File: config.mk
export PLATFORM = sky130hd
export DESIGN_NAME = inv_shiftrows_stream
export DESIGN_NICKNAME = d
export VERILOG_FILES = /design/src/rtl/aes_pkg.sv /design/src/rtl/inv_shiftrows_stream.sv
export SDC_FILE = /design/constraint.sdc
export NUM_CORES = 1
export LEC_CHECK = 0
export ABC_AREA = 1
export CORE_MARGIN = 1
export CORE_UTILIZATION = 60
export CTS_BUF_LIST = sky130_fd_sc_hd__clkbuf_4 sky130_fd_sc_hd__clkbuf_8
export DETAILED_ROUTE_END_ITERATION = 8
export PLACE_DENSITY_LB_ADDON = 0.3
export RECOVER_POWER = 25
export SLEW_MARGIN = 20
export SYNTH_ARGS = -nofsm -noshare
export SYNTH_HDL_FRONTEND = slang
export SYNTH_SLANG_ARGS = --single-unit
File: constraint.sdc
create_clock -name clk -period 2.29 [get_ports clk]
set_clock_uncertainty 0.05 [all_clocks]
set_input_delay 0.5725 -clock clk [delete_from_list [all_inputs] [get_ports clk]]
set_output_delay 0.5725 -clock clk [all_outputs]
set_load 0.02 [all_outputs]
File: src/rtl/aes_pkg.sv
// Shared AES definitions: byte type, block size and the (Inv)ShiftRows
// byte-index permutations for a column-major, byte-serial state.
package aes_pkg;

  localparam int AES_BLOCK_BYTES = 16;

  typedef logic [7:0] aes_byte_t;

  // Per-bank occupancy: EMPTY while filling or idle, FULL while draining.
  typedef enum logic {
    BANK_EMPTY = 1'b0,
    BANK_FULL  = 1'b1
  } bank_state_t;

  // Source index for output byte k of InvShiftRows. Byte k sits at
  // row k[1:0], column k[3:2]; row r rotates right by r columns, so the
  // source column is (c - r) mod 4, which 2-bit arithmetic wraps for free.
  function automatic logic [3:0] inv_shiftrows_idx(input logic [3:0] k);
    logic [1:0] row;
    logic [1:0] src_col;
    row     = k[1:0];
    src_col = k[3:2] - row;
    return {src_col, row};
  endfunction

  // Source index for output byte k of ShiftRows (encryption side):
  // row r rotates left by r columns, source column is (c + r) mod 4.
  function automatic logic [3:0] shiftrows_idx(input logic [3:0] k);
    logic [1:0] row;
    logic [1:0] src_col;
    row     = k[1:0];
    src_col = k[3:2] + row;
    return {src_col, row};
  endfunction

endpackage

File: src/rtl/inv_shiftrows_stream.sv
// Byte-serial AES InvShiftRows stage. Two ping-pong 16-byte banks: one
// fills from the input stream while the other drains permuted bytes, so
// both sides sustain one byte per cycle.
module inv_shiftrows_stream
  import aes_pkg::*;
(
  input  logic       clk,
  input  logic       rst,
  input  logic       in_valid,
  input  logic [7:0] in_data,
  output logic       in_ready,
  output logic       out_valid,
  output logic [7:0] out_data,
  output logic       out_last,
  input  logic       out_ready
);

  localparam logic [3:0] LAST_IDX = 4'(AES_BLOCK_BYTES - 1);

  aes_byte_t   r_mem [2][AES_BLOCK_BYTES];
  bank_state_t r_state [2];
  bank_state_t w_state_nxt [2];

  logic       r_wr_bank;
  logic [3:0] r_wr_cnt;
  logic       r_rd_bank;
  logic [3:0] r_rd_cnt;

  logic w_wr_fire;
  logic w_rd_fire;
  logic w_wr_last;
  logic w_rd_last;

  // Handshake qualifiers come only from registered bank state, so there is
  // no combinational path from in_valid/out_ready to in_ready/out_valid.
  assign in_ready  = (r_state[r_wr_bank] == BANK_EMPTY);
  assign out_valid = (r_state[r_rd_bank] == BANK_FULL);
  assign out_last  = out_valid && (r_rd_cnt == LAST_IDX);
  assign out_data  = r_mem[r_rd_bank][inv_shiftrows_idx(r_rd_cnt)];

  assign w_wr_fire = in_valid && in_ready;
  assign w_rd_fire = out_valid && out_ready;
  assign w_wr_last = (r_wr_cnt == LAST_IDX);
  assign w_rd_last = (r_rd_cnt == LAST_IDX);

  // Next bank states: fill completion and drain completion act on
  // different banks (write needs EMPTY, read needs FULL), so both apply.
  always_comb begin
    // NOTE: copy the current state first so every path assigns every
    // element; a missing default here would infer a latch.
    w_state_nxt = r_state;
    if (w_wr_fire && w_wr_last) begin
      w_state_nxt[r_wr_bank] = BANK_FULL;
    end
    if (w_rd_fire && w_rd_last) begin
      w_state_nxt[r_rd_bank] = BANK_EMPTY;
    end
  end

  // Bank state registers; reset discards any partial or full block.
  always_ff @(posedge clk) begin
    // NOTE: state registers use non-blocking assignment so every flop
    // samples pre-edge values regardless of block ordering.
    if (rst) begin
      r_state[0] <= BANK_EMPTY;
      r_state[1] <= BANK_EMPTY;
    end else begin
      r_state <= w_state_nxt;
    end
  end

  // Fill pointer: advance per accepted byte, switch banks after byte 15.
  always_ff @(posedge clk) begin
    if (rst) begin
      r_wr_bank <= 1'b0;
      r_wr_cnt  <= '0;
    end else if (w_wr_fire) begin
      r_wr_cnt <= r_wr_cnt + 4'd1;
      if (w_wr_last) begin
        r_wr_bank <= ~r_wr_bank;
      end
    end
  end

  // Drain pointer: advance per accepted output byte, switch banks after 15.
  always_ff @(posedge clk) begin
    if (rst) begin
      r_rd_bank <= 1'b0;
      r_rd_cnt  <= '0;
    end else if (w_rd_fire) begin
      r_rd_cnt <= r_rd_cnt + 4'd1;
      if (w_rd_last) begin
        r_rd_bank <= ~r_rd_bank;
      end
    end
  end

  // Bank storage: write accepted input bytes in arrival order.
  always_ff @(posedge clk) begin
    // NOTE: the data banks are deliberately not reset; the full flags
    // gate every read, so stale contents are never observed.
    if (w_wr_fire) begin
      r_mem[r_wr_bank][r_wr_cnt] <= in_data;
    end
  end

endmodule

Yosys cells after proc, flatten, opt, wreduce, memory -nomap -nowiden --
Memory sizes are Yosys's and may differ from the RTL's. A register that Yosys moved wholly into a read port is not among the register bits. Cells that the tools add are included. W data, S select, Z words.
Operators by class: add/subtract/negate cells 3, $mul 0, divide/modulo/power cells 0, $lt $le $gt $ge 7, equal/unequal tests 2, shift-type cells 0, multiplexer cells 21, bitwise logic cells 10, reduce and logical (&&, ||, !) cells 10
Operator list (count):
- $mux W128 | 1
- $bmux W8 S4 | 1
- $demux W8 S4 | 1
- $mux W8 | 3
- $mux W1 | 11
- $ge A5 B5 Y1 const B | 2
- $not A4 Y5 | 2
- $add A4 B1 Y4 const B | 2
- $eq A4 B4 Y1 const B | 2
- $logic_and A1 B1 Y1 | 8
- $lt A5 B1 Y1 const B | 1
- $ge A2 B2 Y1 const B | 2
- $lt A2 B1 Y1 const B | 2
- $mux W2 | 2
- $not A1 Y2 | 2
- $reduce_and A2 Y1 | 2
- $not A1 Y1 | 3
- $and A2 B2 Y2 | 1
- $demux W1 S1 | 2
- $not A2 Y2 | 1
- $or A2 B2 Y2 | 1
- $sub A2 B2 Y2 | 1
Word-level totals: register bits after elaboration 12, bits in latches 0, bits in writable memories 256, ROM bits 0, output and inout bits 11, memories 1
Memory list:
- r_mem | depth 2, width 128, read ports 1, clocked after Yosys merged registers in 1, write ports 1, RTL line inv_shiftrows_stream.sv:20 | aes_byte_t r_mem [2][AES_BLOCK_BYTES];

Logic depth before layout (Yosys ltp) --
depth in word-level cells 10, depth in mapped cells 11

Worst setup path after synthesis --
No wires, ideal clock.
path type register to output, start register r_rd_cnt[2], end output out_data[3], arrival 1562 ps, path slack 105 ps, stages on the path, launching flop included 10, path buffers 2, path through dfxtp_1 > inv_1 > ha_1 > buf_2 > inv_1 > clkbuf_1 > nand3_1 > nand2_1 > nand2_1 > nand2_1
On the way: cells in the longest elaborated chain, start to end 5
RTL lines:
- start, declared | RTL line inv_shiftrows_stream.sv:27 | logic [3:0] r_rd_cnt;
- start signal, assigned | RTL line inv_shiftrows_stream.sv:91 | r_rd_cnt <= r_rd_cnt + 4'd1;
- $sub A2 B2 Y2 | RTL line aes_pkg.sv:22 | src_col = k[3:2] - row;
- $not A4 Y5 (not written as such) | RTL line inv_shiftrows_stream.sv:39 | assign out_data = r_mem[r_rd_bank][inv_shiftrows_idx(r_rd_cnt)];
- $bmux W8 S4 | RTL line inv_shiftrows_stream.sv:39
- $mux W8 (not written as such) (2 in series) | RTL line inv_shiftrows_stream.sv:39
- end, declared | RTL line inv_shiftrows_stream.sv:13 | output logic [7:0] out_data,
Every way passes these cells. The select of a mux whose other input is x is not followed.

==> impl_metrics.env <==
export IMPL_status="finished, violations left"
export IMPL_violations="capacitance limit, slew limit, setup timing"
export IMPL_rows=51
export IMPL_crit_type="flip-flop to output pin"
export IMPL_grt_max_degree=53
export IMPL_finalInstanceArea_um2=14200
export IMPL_grt_pass1_wl_mm=44.3
export IMPL_switching_share_pct=19.9
export IMPL_period_share_pct=121
export IMPL_synth_area_leaders="edfxtp_1 (65%), nand2_1 (11%), nand3_1 (8.3%)"
export IMPL_synth_common_cells="nand2_1 (361), edfxtp_1 (256), nand3_1 (197)"
export IMPL_overflow=0
export IMPL_dp_cells=1473
export IMPL_power_switching_w=0.00196
export IMPL_synth_ff_type="edfxtp_1"
export IMPL_place_area_um2=12900
export IMPL_clkSlewWorstSetupHoldPaths_ps=60
export IMPL_arrival_ps=2140
export IMPL_cts_max_path_buffers=3
export IMPL_via_count=8482
export IMPL_fmax_ghz=0.362
export IMPL_antenna_found_initial=0
export IMPL_tns_ps=-3580
export IMPL_p_leak_nw=5.99
export IMPL_synth_cell_types=24
export IMPL_drive_above_1_share_pct=17.6
export IMPL_async_flop_share_pct=0
export IMPL_clk_latency_ps=540
export IMPL_area_delta_synth_final_pct=19.6
export IMPL_synthCells=1157
export IMPL_synth_top_cell_area_share_pct=64.7
export IMPL_die_h_um=143
export IMPL_rr_startpoint="r_wr_bank"
export IMPL_gp_congestion=0.894
export IMPL_required_ps=1670
export IMPL_crit_path_end_kind="output pin"
export IMPL_drc=0
export IMPL_min_to="r_state[0]"
export IMPL_synth_edff_count=256
export IMPL_nets=1281
export IMPL_grt_use_total_pct=29.7
export IMPL_drtIter0Drc=886
export IMPL_fin_crit_ps=2770
export IMPL_relSlewSlack_pct=-5.21
export IMPL_wl_per_cell_um=18.9
export IMPL_cpLargestDelayFamily="simple AND/OR/NAND/NOR gates"
export IMPL_synth_area_um2=11900
export IMPL_synth_top_cell_by_area="edfxtp_1"
export IMPL_antenna_left=0
export IMPL_synth_most_common_cell="nand2_1"
export IMPL_crit_path_start_kind="flip-flop"
export IMPL_crit_chain="inv_8 -> bufbuf_16 -> nand2_1 -> nand3_1 -> nand3_1 -> nand3_1 -> nand2_1 -> nand2_1 -> nand2_2 -> buf_6"
export IMPL_cts_root_buffer="clkbuf_8"
export IMPL_power_density_nw_per_um2=695
export IMPL_hold_viol=0
export IMPL_hold_ws_ps=462
export IMPL_max_stage_delay_ps=450
export IMPL_via_per_inst=5.45
export IMPL_numCtsBuffers=43
export IMPL_stdcell_count=1557
export IMPL_dpl_hpwl_mm=17.1
export IMPL_rsz0062_at_grt="true"
export IMPL_die_w_um=143
export IMPL_die_area_um2=20400
export IMPL_seqPwrFrac_pct=55.0
export IMPL_nFillCells=1350
export IMPL_grt_pass1_vias=8316
export IMPL_port_buffers=22
export IMPL_h_tree_depth=2
export IMPL_synth_avg_cell_area_um2=10.3
export IMPL_finalSetupViolCount=9
export IMPL_critPathBufInv=3
export IMPL_reg2reg_to="r_mem[0][6]"
export IMPL_pre_cts_ws_ps=-374
export IMPL_ios=23
export IMPL_initial_core_util_pct=61.2
export IMPL_routed_wl_mm=29.4
export IMPL_worstPathMaxFanout=20
export IMPL_firstDrtPassIters=6
export IMPL_max_slew_worst_pin_slew_ps=1580
export IMPL_reg2reg_slack_ps=340
export IMPL_hp_class="flip-flop to flip-flop"
export IMPL_critPathSlowestCell="dfxtp_4"
export IMPL_finalMaxSlewViolations=33
export IMPL_ys_warn_count=0
export IMPL_reg2reg_depth=4
export IMPL_p_int_w=0.00790
export IMPL_cts_hold_buf=0
export IMPL_min_from="r_state[0]"
export IMPL_maxCapViolations=1
export IMPL_whs_path_depth=2
export IMPL_cts_tree="built"
export IMPL_p_comb_share_pct=2.8
export IMPL_peakVddDrop_mv=0.465
export IMPL_clockPowerShare_pct=42.2
export IMPL_ys_seq_area_share_pct=66.9
export IMPL_core_um2=19400
export IMPL_diodes=0
export IMPL_fin_ws_ps=-476
export IMPL_ys_seq_elements=269
export IMPL_syn_num_nets=1175
export IMPL_cts_sinks=269
==> metrics by stage <==
step / util (%) / power, W
4_1_cts: 72.1 / 0.00991
3_5_place_dp: 66.3 / 0.00580
2_1_floorplan: - / 0.00562
6_report: 73.2 / 0.00986
5_1_grt: 73.2 / 0.0101
3_3_place_gp: 66.3 / 0.00579
==> power groups by stage <==
stage	combinational, W	clock [W]	sequential [W]
after detailed placement	0.000270	0	0.00553
final	0.000273	0.00416	0.00542
after floorplan	0.0000956	0	0.00553
after CTS	0.000271	0.00422	0.00542
after global routing	0.000292	0.00441	0.00542
after global placement	0.000263	0	0.00552
==> worst max path at each step <==
| stage | startpoint | to | slack, ps | cells past startpoint |
|---|---|---|---|---|
| floorplan | r_rd_cnt[2] | out_data[3] | 110 | 9 |
| global placement | flip-flop | out_data[5] | -360 | 11 |
| finish | flip-flop | out_data[7] | -480 | 10 |
| CTS | flip-flop | out_data[6] | -460 | 11 |
| global route | flip-flop | out_data[1] | -550 | 10 |
| detailed placement | flip-flop | out_data[7] | -370 | 11 |
==> logic make-up after synthesis <==
family | after synthesis | synth area share, %
adder cells (fa/ha/maj) | 6 | 0.632
buffers and inverters | 238 | 8.87
AO/OA/AOI/OAI | 22 | 1.02
XOR/XNOR | 3 | 0.221
AND/OR/NAND/NOR | 619 | 22.3
flip-flops | 269 | 66.9
==> worst reg2reg max path: cells and delay by family, from the launching register on <==
family        cells  cell delay, ps
buf+inv           3             990
flops             1             340
simple gates      1             230
==> sequential cells by signal, summed over array words and instances, names as in the netlist, named ones only <==
name       cells
r_rd_bank      1
r_rd_cnt       4
r_mem        256
r_wr_cnt       4
r_wr_bank      1
r_state        2
==> layout make-up <==
type	instances	area [um2]	share of cell area, %
inverter	183	699	4.93
tap	265	332	2.34
multi-input combinational	650	3040	21.4
clock inverter	3	37.5	0.264
sequential	269	7960	56.1
clock buffer	71	840	5.91
timing repair buffer	116	1290	9.08
==> placed cells by master (no fill, tap or decap), types with 16 or more instances in the layout <==
cell,count
buf_12,16
buf_4,63
clkbuf_4,22
clkbuf_8,49
edfxtp_1,256
inv_1,177
nand2_1,348
nand2_2,16
nand3_1,181
nand3_2,16
nor2_1,19
nor3_1,25
==> repair_timing <==
item / 4_1_cts / 5_1_grt
pin swaps: 1 / 2
endpoints found under the hold margin: 0 / 0
setup endpoints to repair: 11 / 9
setup buffers: 1 / 2
gates resized for setup: 85 / 30
gates cloned: 5 / 2
==> metal layers <==
metal  GRT usage [%]  routed length, um  up-vias
met5               0                  0        -
met4            13.0               1060        0
met3            5.63               2880       87
met2            49.8              14200      455
met1            37.9              11200     3950
li1                -                  -     3990
(Power assumes the default switching activity.)
